<file path="config.mk">
export PLATFORM = sky130hd
export DESIGN_NAME = sdram_capture_writer
export DESIGN_NICKNAME = d
export VERILOG_FILES = /design/src/rtl/sdram_capture_writer.sv
export SDC_FILE = /design/constraint.sdc
export NUM_CORES = 1
export LEC_CHECK = 0
export CELL_PAD_IN_SITES_DETAIL_PLACEMENT = 0
export CELL_PAD_IN_SITES_GLOBAL_PLACEMENT = 2
export CORE_AREA = 2 2 264 266
export DETAILED_ROUTE_END_ITERATION = 8
export DIE_AREA = 0 0 266 268
export GPL_TIMING_DRIVEN = 0
export PLACE_DENSITY = 0.74
export SYNTH_ARGS = -nofsm -noshare
export SYNTH_HDL_FRONTEND = slang
export SYNTH_SLANG_ARGS = --single-unit
export TNS_END_PERCENT = 10
</file>
<file path="constraint.sdc">
create_clock -name clk -period 12 [get_ports clk]
set_input_delay 1.2 -clock clk [delete_from_list [all_inputs] [get_ports clk]]
set_output_delay 1.2 -clock clk [all_outputs]
set_load 0.03 [all_outputs]
</file>
<file path="src/rtl/sdram_capture_writer.sv">
`timescale 1ns/1ps
// sdram_capture_writer
// Drains a show-ahead capture FIFO of 256-bit words into an SDRAM buffer over
// the HPS f2h_sdram0 Avalon-MM port as write bursts. It tracks the write
// pointer and reports busy/done/full to the control registers.
// Optional feature macro: SDRAM_CAPTURE_RING_EN
//   defined     : ring buffer. The pointer wraps at the buffer end, full is sticky,
//                 and the capture ends only after stop and a FIFO flush.
//   not defined : linear buffer. The capture finishes as soon as the buffer is full.
//
// state   | meaning
// S_IDLE  | after reset, waiting for start
// S_PLAN  | pick the next burst length, wait for data, or finish
// S_BURST | avm_write held high, one FIFO word per accepted beat
// S_FIN   | capture complete, done high, waiting for the next start
module sdram_capture_writer #(
   parameter int ADDR_W    = 27,
   parameter int DATA_W    = 256,
   parameter int BURST_W   = 8,
   parameter int MAX_BURST = 16,
   parameter int LEVEL_W   = 10
) (
   input  logic                  clk,
   input  logic                  reset,
   input  logic [ADDR_W-1:0]     cfg_base,
   input  logic [ADDR_W-1:0]     cfg_words,
   input  logic                  start,
   input  logic                  stop,
   output logic                  busy,
   output logic                  done,
   output logic                  full,
   output logic [ADDR_W-1:0]     wr_ptr,
   input  logic [DATA_W-1:0]     fifo_rdata,
   input  logic [LEVEL_W-1:0]    fifo_level,
   output logic                  fifo_rd,
   output logic [ADDR_W-1:0]     avm_address,
   output logic [BURST_W-1:0]    avm_burstcount,
   output logic                  avm_write,
   output logic [DATA_W-1:0]     avm_writedata,
   output logic [DATA_W/8-1:0]   avm_byteenable,
   input  logic                  avm_waitrequest
);

   // One bit of headroom so that the level, the remaining space and the
   // burst limit compare without truncation.
   localparam int CW = ((ADDR_W > LEVEL_W) ? ADDR_W : LEVEL_W) + 1;

   typedef enum logic [1:0] {
      S_IDLE,
      S_PLAN,
      S_BURST,
      S_FIN
   } state_t;

   state_t              state;
   logic [ADDR_W-1:0]   base_r;
   logic [ADDR_W-1:0]   words_r;
   logic                stop_pending;
   logic [BURST_W-1:0]  beats_left;

   logic [CW-1:0]       remaining;
   logic [CW-1:0]       level_x;
   logic [CW-1:0]       max_x;
   logic [CW-1:0]       len;
   logic                issue;
   logic                beat;
   logic [ADDR_W-1:0]   next_ptr;

   // Burst planning. The tail rule waits until the whole remainder of the
   // buffer is in the FIFO, so the last burst before the end is never split.
   always_comb begin
      remaining = CW'(words_r - wr_ptr);
      level_x   = CW'(fifo_level);
      max_x     = CW'(MAX_BURST);
      len       = max_x;
      if (level_x < len) begin
         len = level_x;
      end
      if (remaining < len) begin
         len = remaining;
      end
      issue = (len != '0) &&
              ((level_x >= max_x) ||
               stop_pending ||
               ((remaining < max_x) && (level_x >= remaining)));
   end

   assign beat           = avm_write & ~avm_waitrequest;
   assign fifo_rd        = beat;
   assign avm_writedata  = fifo_rdata;
   assign avm_byteenable = '1;
   assign next_ptr       = wr_ptr + ADDR_W'(avm_burstcount);

   // Control FSM: latches the configuration, runs the bursts and advances the write pointer.
   always_ff @(posedge clk or posedge reset) begin
      if (reset) begin
         state          <= S_IDLE;
         base_r         <= '0;
         words_r        <= '0;
         wr_ptr         <= '0;
         full           <= 1'b0;
         busy           <= 1'b0;
         done           <= 1'b0;
         stop_pending   <= 1'b0;
         avm_address    <= '0;
         avm_burstcount <= BURST_W'(1);
         avm_write      <= 1'b0;
         beats_left     <= '0;
      end else begin
         case (state)
            S_IDLE, S_FIN: begin
               if (start) begin
                  base_r       <= cfg_base;
                  words_r      <= cfg_words;
                  wr_ptr       <= '0;
                  stop_pending <= 1'b0;
                  if (cfg_words == '0) begin
                     full  <= 1'b1;
                     busy  <= 1'b0;
                     done  <= 1'b1;
                     state <= S_FIN;
                  end else begin
                     full  <= 1'b0;
                     busy  <= 1'b1;
                     done  <= 1'b0;
                     state <= S_PLAN;
                  end
               end
            end
            S_PLAN: begin
               if (stop) begin
                  stop_pending <= 1'b1;
               end
               if (issue) begin
                  avm_address    <= base_r + wr_ptr;
                  avm_burstcount <= BURST_W'(len);
                  beats_left     <= BURST_W'(len);
                  avm_write      <= 1'b1;
                  state          <= S_BURST;
               end else if (stop_pending && (fifo_level == '0)) begin
                  busy  <= 1'b0;
                  done  <= 1'b1;
                  state <= S_FIN;
               end
            end
            S_BURST: begin
               if (stop) begin
                  stop_pending <= 1'b1;
               end
               if (beat) begin
                  beats_left <= beats_left - BURST_W'(1);
                  if (beats_left == BURST_W'(1)) begin
                     avm_write <= 1'b0;
                     if (next_ptr == words_r) begin
                        full <= 1'b1;
`ifdef SDRAM_CAPTURE_RING_EN
                        wr_ptr <= '0;
                        state  <= S_PLAN;
`else
                        wr_ptr <= next_ptr;
                        busy   <= 1'b0;
                        done   <= 1'b1;
                        state  <= S_FIN;
`endif
                     end else begin
                        wr_ptr <= next_ptr;
                        state  <= S_PLAN;
                     end
                  end
               end
            end
            default: begin
               state <= S_IDLE;
            end
         endcase
      end
   end

endmodule

</file>
==> summary.txt, run 1 <==
GRT
  – Overall overflow remaining after global route: 0
  – Number of antenna violations at the first check in global routing: 5
  – Number of global-route vias before repair: 10700
  – First-pass GRT wire length: 66600 um
  – GRT Util Overall: 12.5%
  – Pin count of the biggest net entering global routing: 86

Min path
  – Classification of the worst-slack hold path: flop to flop

Placed design
  – Final GP Congestion: 0.836
  – Number of input and output port buffers inserted: 391
  – Post-DP HPWL: 39400 um
  – Number of placed instances with taps included: 2709

STA
  – Period Utilization, post-route: 43.5%
  – Slew at the pin closest to its max-slew limit: 1.13 ns
  – Final worst clock skew: 0.00761 ns
  – Fin Setup TNS: 0 ns
  – Final number of setup-violating endpoints: 0
  – Max Slew Vio Count: 0
  – Final-layout worst hold slack: ~0.48 ns
  – Unrepaired setup endpoints after global routing: no
  – Final period demand of the worst path: 5.22 ns
  – Relative slew slack: 24.4%
  – Hold Vio Cnt, Final: 0
  – Highest achievable clock rate: 192 MHz

Yosys
  – Number of distinct library cell variants in the gate-level netlist after synthesis: 90
  – Number of instances in the synthesized netlist: 1399
  – Post-synthesis register bit count: 131
  – Area of the mapped netlist: approximately 12000 um2
  – Synthesis Warnings: 0
  – Flip-flop cell with the highest count after synthesis: sky130_fd_sc_hd__dfrtp_1
  – Avg Inst Size Synth: 8.78 um2
  – Post-synth ARST share: 100%
  – Number of enable-type register cells in the synthesized netlist: 0
  – Sequential area share after synthesis: 26.7%

Cells and area
  – Number of standard cells in the layout, taps in and fillers out: 2742
  – Area grow syn2layout: 47.2%
  – Most common library cell in the layout ignoring fill and taps: sky130_fd_sc_hd__clkdlybuf4s50_1
  – Share of cells above drive strength 1: a little under a quarter
  – Final-layout fill cell count: a little over 7000
  – Number of nets in the layout: 2256
  – Top library cells by usage in the layout, fill and taps aside: sky130_fd_sc_hd__clkdlybuf4s50_1, sky130_fd_sc_hd__buf_4, sky130_fd_sc_hd__dfrtp_1

Clocking
  – Level count of the clock H-tree: 4
  – Root cell of the clock tree: sky130_fd_sc_hd__clkbuf_16
  – Clock buffer count from CTS: 17
  – Count of hold-fix buffers inserted at cts: 0
  – Clock sinks: 131
  – Post-cts resize count: 0
  – Total setup buffers inserted after CTS: 0
  – Clock slew seen by the registers of the worst setup and hold paths: ~0.06 ns
  – Clock Path Buffers: 2
  – Clock tree from TritonCTS: yes
  – Insertion delay of the later-clocked pin in the worst-skew pair: 0.45 ns

Detailed routing
  – DR pass1 iterations: 5
  – Vias: about 11000
  – Routed WL per cell: 17.1 um
  – 1st-iter DRT viols: 599
  – Wire length reported by the detailed router: 47000 um
  – DRC Markers: 0
  – Vias per Instance: 4.15
  – Post-route antenna net violation count: 0

Worst setup path
  – Worst-path maximum fanout: 10
  – Crit Path Category: primary input to flop
  – Setup crit start kind: primary input
  – Most used cell, CP: sky130_fd_sc_hd__o21ai_0
  – Crit end category: flop
  – Data required time of the worst path: 12.30 ns
  – Max stage delay cell, worst path: sky130_fd_sc_hd__clkbuf_1
  – Cell class contributing the biggest share of worst-path delay: simple AND/OR/NAND/NOR gates
  – CP bufs+invs: 3
  – Slowest Stage Delay on Critical Path: 0.52 ns
  – Endpoint arrival time on the critical path: between 5 and 6 ns
  – Ordered list of cells on the worst path: clkdlybuf4s50_1 > nor4_1 > nand2_1 > clkinv_1 > nand2_1 > ha_1 > o21ai_0 > a41oi_1 > o21ai_0 > a21oi_1 > o21a_1 > a211oi_1 > nor4b_2 > nand4_1 > nand3_4 > clkbuf_1 > o21ai_0

Power and ir drop
  – Switching power share of the total: 47.0%
  – Power Density: 194 nW/um2
  – Net switching power of the design: ~1.6 mW
  – Share of total power in sequential cells: approximately 22%
  – Leak pwr: slightly below 8 nW
  – Part of the power in combinational logic: 62.6%
  – Max IR drop VDD: 104 uV
  – Internal Dissipation: ~1.9 mW
  – Power share of the clock group: 15.8%

Outcome
  – Outcome: finished, final reports clean

Floorplan
  – Starting density of the core: between 10% and 20%
  – Vertical die dimension: ~270 um
  – Area of the die: between 70000 and 80000 um2
  – Core area: 68200 um2
  – Die W: 266 um
  – Row Count: 96
  – I/O pin count: 680

Run
  – Total of max-cap violations: 0
[registers in the layout, indices dropped and copies added (netlist names), 2 cells and up]
register / cells
avm_address: 27
avm_burstcount: 8
state: 2
words_r: 27
beats_left: 8
base_r: 27
wr_ptr: 27
[routing by layer]
layer	global-route usage (%)	up-vias	share of wire, %
li1	-	5552	-
met1	16.2	5410	44
met2	20.0	388	47
met3	4.23	33	7.8
met4	2.54	8	1.0
met5	0	-	0.11
[per-stage QoR]
| stage | util [%] | power (mW) | area [um2] | setup slack [ns] |
|---|---|---|---|---|
| global placement | 25.6 | 2.95 | 17400 | 4.81 |
| finish | 26.5 | 3.51 | 18100 | 6.78 |
| CTS | 26.5 | 3.55 | 18100 | 6.77 |
| global route | 26.5 | 3.79 | 18100 | 6.38 |
| floorplan | - | 2.24 | 12400 | 7.30 |
| detailed placement | 25.6 | 2.97 | 17500 | 6.28 |
[Yosys cell counts, types with 19 or more instances]
| cell | count | area, um2 |
|---|---|---|
| sky130_fd_sc_hd__a211oi_1 | 19 | 143 |
| sky130_fd_sc_hd__a21o_1 | 25 | 188 |
| sky130_fd_sc_hd__a21oi_1 | 60 | 300 |
| sky130_fd_sc_hd__buf_4 | 290 | 2180 |
| sky130_fd_sc_hd__clkbuf_1 | 26 | 97.6 |
| sky130_fd_sc_hd__dfrtp_1 | 130 | 3250 |
| sky130_fd_sc_hd__ha_1 | 82 | 1030 |
| sky130_fd_sc_hd__inv_1 | 70 | 263 |
| sky130_fd_sc_hd__mux2_2 | 55 | 619 |
| sky130_fd_sc_hd__nand2_1 | 86 | 323 |
| sky130_fd_sc_hd__nand3_1 | 35 | 175 |
| sky130_fd_sc_hd__nor2_1 | 53 | 199 |
| sky130_fd_sc_hd__nor3_1 | 20 | 100 |
| sky130_fd_sc_hd__nor4_1 | 21 | 131 |
| sky130_fd_sc_hd__o21ai_0 | 79 | 395 |
| sky130_fd_sc_hd__xnor2_1 | 40 | 350 |
| sky130_fd_sc_hd__xor2_1 | 26 | 228 |
[worst paths after layout]
path	cells past startpoint	slack, ns	endpoint	from
max reg2reg	18	6.85	avm_address[18]	wr_ptr[1]
min in group asynchronous	2	1.16	avm_address[0]	reset
min	2	0.48	avm_address[9]	avm_address[9]
max in group asynchronous	3	10.01	words_r[19]	reset
max	17	6.78	avm_address[18]	fifo_level[7]
min reg2reg	2	0.48	avm_address[9]	avm_address[9]
[layout make-up]
type | count | area (um2) | area share (%)
antenna | 1 | 2.50 | 0.0138
timing repair buffer | 393 | 3950 | 21.9
tap | 882 | 1100 | 6.10
inverter | 71 | 272 | 1.50
sequential | 131 | 3280 | 18.1
clock inverter | 14 | 163 | 0.899
buffer | 323 | 2320 | 12.8
clock buffer | 18 | 439 | 2.43
multi-input combinational | 909 | 6550 | 36.2
[power groups by stage]
| stage | Sequential (mW) | Clock, mW | Combinational [mW] |
|---|---|---|---|
| global placement | 0.765 | 0 | 2.19 |
| global route | 0.782 | 0.594 | 2.41 |
| detailed placement | 0.770 | 0 | 2.20 |
| floorplan | 0.814 | 0 | 1.43 |
| finish | 0.757 | 0.553 | 2.20 |
| CTS | 0.763 | 0.574 | 2.21 |
[cells by family (layout without fill, tap and decap cells)]
group / after synthesis / after routing / synth area share [%]
buffers and inverters: 394 / 819 / 21.1
xor gates and xnor gates: 67 / 67 / 4.90
adders and majority gates: 85 / 85 / 8.84
and+or+nand+nor: 328 / 328 / 14.0
muxes: 81 / 81 / 7.31
DFF: 131 / 131 / 26.7
other: 1 / 37 / 0.0305
AOI/OAI and AO/OA: 312 / 312 / 17.2
[tightest hold or removal path: cells and delay by family, from the launching register on]
family           cells  cell delay (ns)
AND/OR/NAND/NOR      1             0.05
AO/OA/AOI/OAI        1             0.06
flip-flops           1             0.35
No activity file was read; power rests on OpenSTA's default activity.
==> run 2, diff against run 1 <==
- CORE_AREA: 2 2 264 266 -> 2 2 262 264
- DIE_AREA: 0 0 266 268 -> 0 0 264 266
- clock period: 12 -> 5.11 ns (I/O delays scaled with it)
==> run 2 against run 1 <==
  * Worst hold slack worse by 0.0037 ns
  * First-iteration DRC count up 9.3%
  * Setup slack worse by 6.5 ns
  * Combinational power up 140%
  * Final area up 0.49%
  * Register-to-register slack worse by 6.6 ns
  * Die area down 1.5%
==> summary.txt, run 2 (same netlist as run 1, synthesis figures left out) <==
Cells and area
  – Number of standard cells in the layout, taps in and fillers out: 2742 (unchanged)
  – Area grow syn2layout: 48.0%
  – Most common library cell in the layout ignoring fill and taps: sky130_fd_sc_hd__clkdlybuf4s50_1
  – Post-route cell area: 18200 um2 (+0.49%)
  – Top library cells by usage in the layout, fill and taps aside: sky130_fd_sc_hd__clkdlybuf4s50_1, sky130_fd_sc_hd__buf_4, sky130_fd_sc_hd__dfrtp_1
  – Number of nets in the layout: 2256 (unchanged)
  – Utilization after layout: 26.8% (+0.32 points)
  – Final-layout fill cell count: 7303 (+0.34%)
  – Share of cells above drive strength 1: 22.9% (+0.38 points)

STA
  – Hold Vio Cnt, Final: 0 (unchanged)
  – Unrepaired setup endpoints after global routing: no
  – Period Utilization, post-route: approximately 94%
  – Final period demand of the worst path: 4.82 ns
  – Fin Setup TNS: 0 ns (unchanged)
  – Relative slew slack: 19.3% (-5.1 points)
  – Highest achievable clock rate: 208 MHz
  – Max Slew Vio Count: 0 (unchanged)
  – Final worst clock skew: 0.0137 ns (+0.00610 ns)
  – Final number of setup-violating endpoints: 0 (unchanged)
  – Slew at the pin closest to its max-slew limit: 1.20 ns (+0.0759 ns)

Detailed routing
  – Wire length reported by the detailed router: 46300 um (-1.5%)
  – 1st-iter DRT viols: 655 (+9.3%)
  – Post-route antenna net violation count: 0 (unchanged)
  – DRC Markers: 0 (unchanged)
  – Vias: 11600 (+1.4%)
  – Vias per Instance: 4.21 (+1.4%)
  – DR pass1 iterations: 5 (unchanged)
  – Routed WL per cell: 16.9 um (-1.5%)

GRT
  – Number of antenna violations at the first check in global routing: 4 (-1)
  – First-pass GRT wire length: 67800 um (+1.9%)
  – Global routing usage on met2: 21.1% (+1.1 points)
  – Overall overflow remaining after global route: 0 (unchanged)
  – GRT Util Overall: 12.6% (+0.12 points)
  – Pin count of the biggest net entering global routing: 69 (-20%)
  – Layer carrying the most global-route usage: met2
  – Grt met3 use: 3.27% (-0.96 points)
  – Number of global-route vias before repair: 11100 (+3.8%)
  – Met1 Resource Use GR: 16.5% (+0.31 points)

Min path
  – Classification of the worst-slack hold path: flop to flop

Worst setup path
  – Max stage delay cell, worst path: sky130_fd_sc_hd__or4_1
  – Setup crit start kind: flop
  – Cell class contributing the biggest share of worst-path delay: compound AO/OA/AOI/OAI gates
  – Crit Path Category: flop to flop
  – Endpoint arrival time on the critical path: 5.15 ns (-0.37 ns)
  – Ordered list of cells on the worst path: inv_1 > ha_1 > a21o_1 > or3_1 > o21a_1 > xor2_1 > inv_1 > ha_1 > or4_1 > a21oi_2 > a2111oi_0 > o32ai_1 > nor4_1 > a31o_4 > o221a_4 > buf_6 > mux2i_1 > nand3_1
  – Data required time of the worst path: 5.44 ns (-6.86 ns)
  – Slowest Stage Delay on Critical Path: 0.53 ns (about the same)
  – Worst-path maximum fanout: 10 (unchanged)
  – Crit end category: flop
  – CP bufs+invs: 3 (unchanged)

Clocking
  – Clock slew seen by the registers of the worst setup and hold paths: 0.06 ns (about the same)
  – Root cell of the clock tree: sky130_fd_sc_hd__clkbuf_16
  – Clock Path Buffers: 2 (unchanged)
  – Insertion delay of the later-clocked pin in the worst-skew pair: 0.46 ns (about the same)
  – Clock tree from TritonCTS: yes
  – Level count of the clock H-tree: 4 (unchanged)
  – Clock buffer count from CTS: 17 (unchanged)
  – Clock sinks: 131 (unchanged)
  – Count of hold-fix buffers inserted at cts: 0 (unchanged)

Floorplan
  – I/O pin count: 680 (unchanged)
  – Die W: 264 um (-0.75%)
  – Row Count: 96 (unchanged)
  – Vertical die dimension: 266 um (-0.75%)
  – Area of the die: 70200 um2 (-1.5%)
  – Core area: 67700 um2 (-0.70%)
  – Starting density of the core: 18.1% (+0.13 points)

Run
  – Total of max-cap violations: 0 (unchanged)

Placed design
  – Final GP Congestion: 0.835 (-0.12%)
  – Number of input and output port buffers inserted: 391 (unchanged)
  – Post-DP HPWL: 38700 um (-1.7%)
  – Number of placed instances with taps included: 2709 (unchanged)
  – Placed Instance Area: 17500 um2 (unchanged)

Outcome
  – Outcome: finished, final reports clean

Power and ir drop
  – Max IR drop VDD: 276 uV (+160%)
  – Power Density: 462 nW/um2 (+140%)
  – Leak pwr: 7.83 nW (+0.36%)
==> run 2: cell count changes in the layout (fill, tap and decap cells not counted), sizes merged <==
cell      change
clkinvlp      -1
clkinv        -2
buf           +1
bufinv        +2
==> run 2: metrics by stage <==
stage | total power, mW | hold slack (ns) | setup slack [ns]
3_5_place_dp | 6.97 | 0.474 | -0.0959
3_3_place_gp | 6.90 | 0.465 | -1.28
4_1_cts | 8.44 | 0.488 | 0.0571
5_1_grt | 9.05 | 0.510 | 0.0161
6_report | 8.39 | 0.478 | 0.292
2_1_floorplan | 5.27 | 0.464 | 0.795
==> run 2: worst paths after layout <==
check,slack [ns],from,end,cells after the start
worst max register to register,0.29,wr_ptr[4],beats_left[2],18
worst min-delay path,0.48,avm_address[3],avm_address[3],2
worst max-delay path,0.29,wr_ptr[4],beats_left[2],18
max in group asynchronous,3.77,reset,words_r[21],3
worst min register to register,0.48,avm_address[3],avm_address[3],2
min in group asynchronous,0.53,reset,avm_address[0],2
==> run 2: metal layers <==
| layer | wire, um | part of all wire, % |
|---|---|---|
| met5 | 35 | 0.076 |
| met2 | 22000 | 48 |
| met3 | 3350 | 7.2 |
| met4 | 281 | 0.61 |
| met1 | 20600 | 44 |
==> run 2: final cells by class <==
| type | instances | area [um2] | share of cell area (%) |
|---|---|---|---|
| Sequential cell | 131 | 3280 | 18.1 |
| Antenna cell | 1 | 2.50 | 0.0138 |
| Clock inverter | 13 | 209 | 1.15 |
| Multi-Input combinational cell | 909 | 6570 | 36.1 |
| Clock buffer | 19 | 443 | 2.44 |
| Tap cell | 882 | 1100 | 6.07 |
| Timing Repair Buffer | 393 | 3950 | 21.7 |
| Buffer | 323 | 2340 | 12.9 |
| Inverter | 71 | 272 | 1.49 |
==> run 2: tightest hold or removal path: stages, from the launching register on <==
cell                      delay, ns
sky130_fd_sc_hd__dfrtp_1       0.34
sky130_fd_sc_hd__nand2_1       0.05
sky130_fd_sc_hd__o21ai_0       0.06
==> run 2: timing repair <==
| action | in CTS | in global routing |
|---|---|---|
| buffers inserted | 0 | 0 |
| setup endpoints to repair | 12 | 46 |
| pin swaps | 0 | 1 |
| resized for setup | 3 | 11 |
==> run 2: report_power, final <==
group | total, mW | leakage (nW) | switching, mW | internal (mW)
logic | 5.19 | 5.90 | 3.01 | 2.18
clock network | 1.41 | 0.309 | 0.529 | 0.878
registers | 1.79 | 1.62 | 0.357 | 1.43
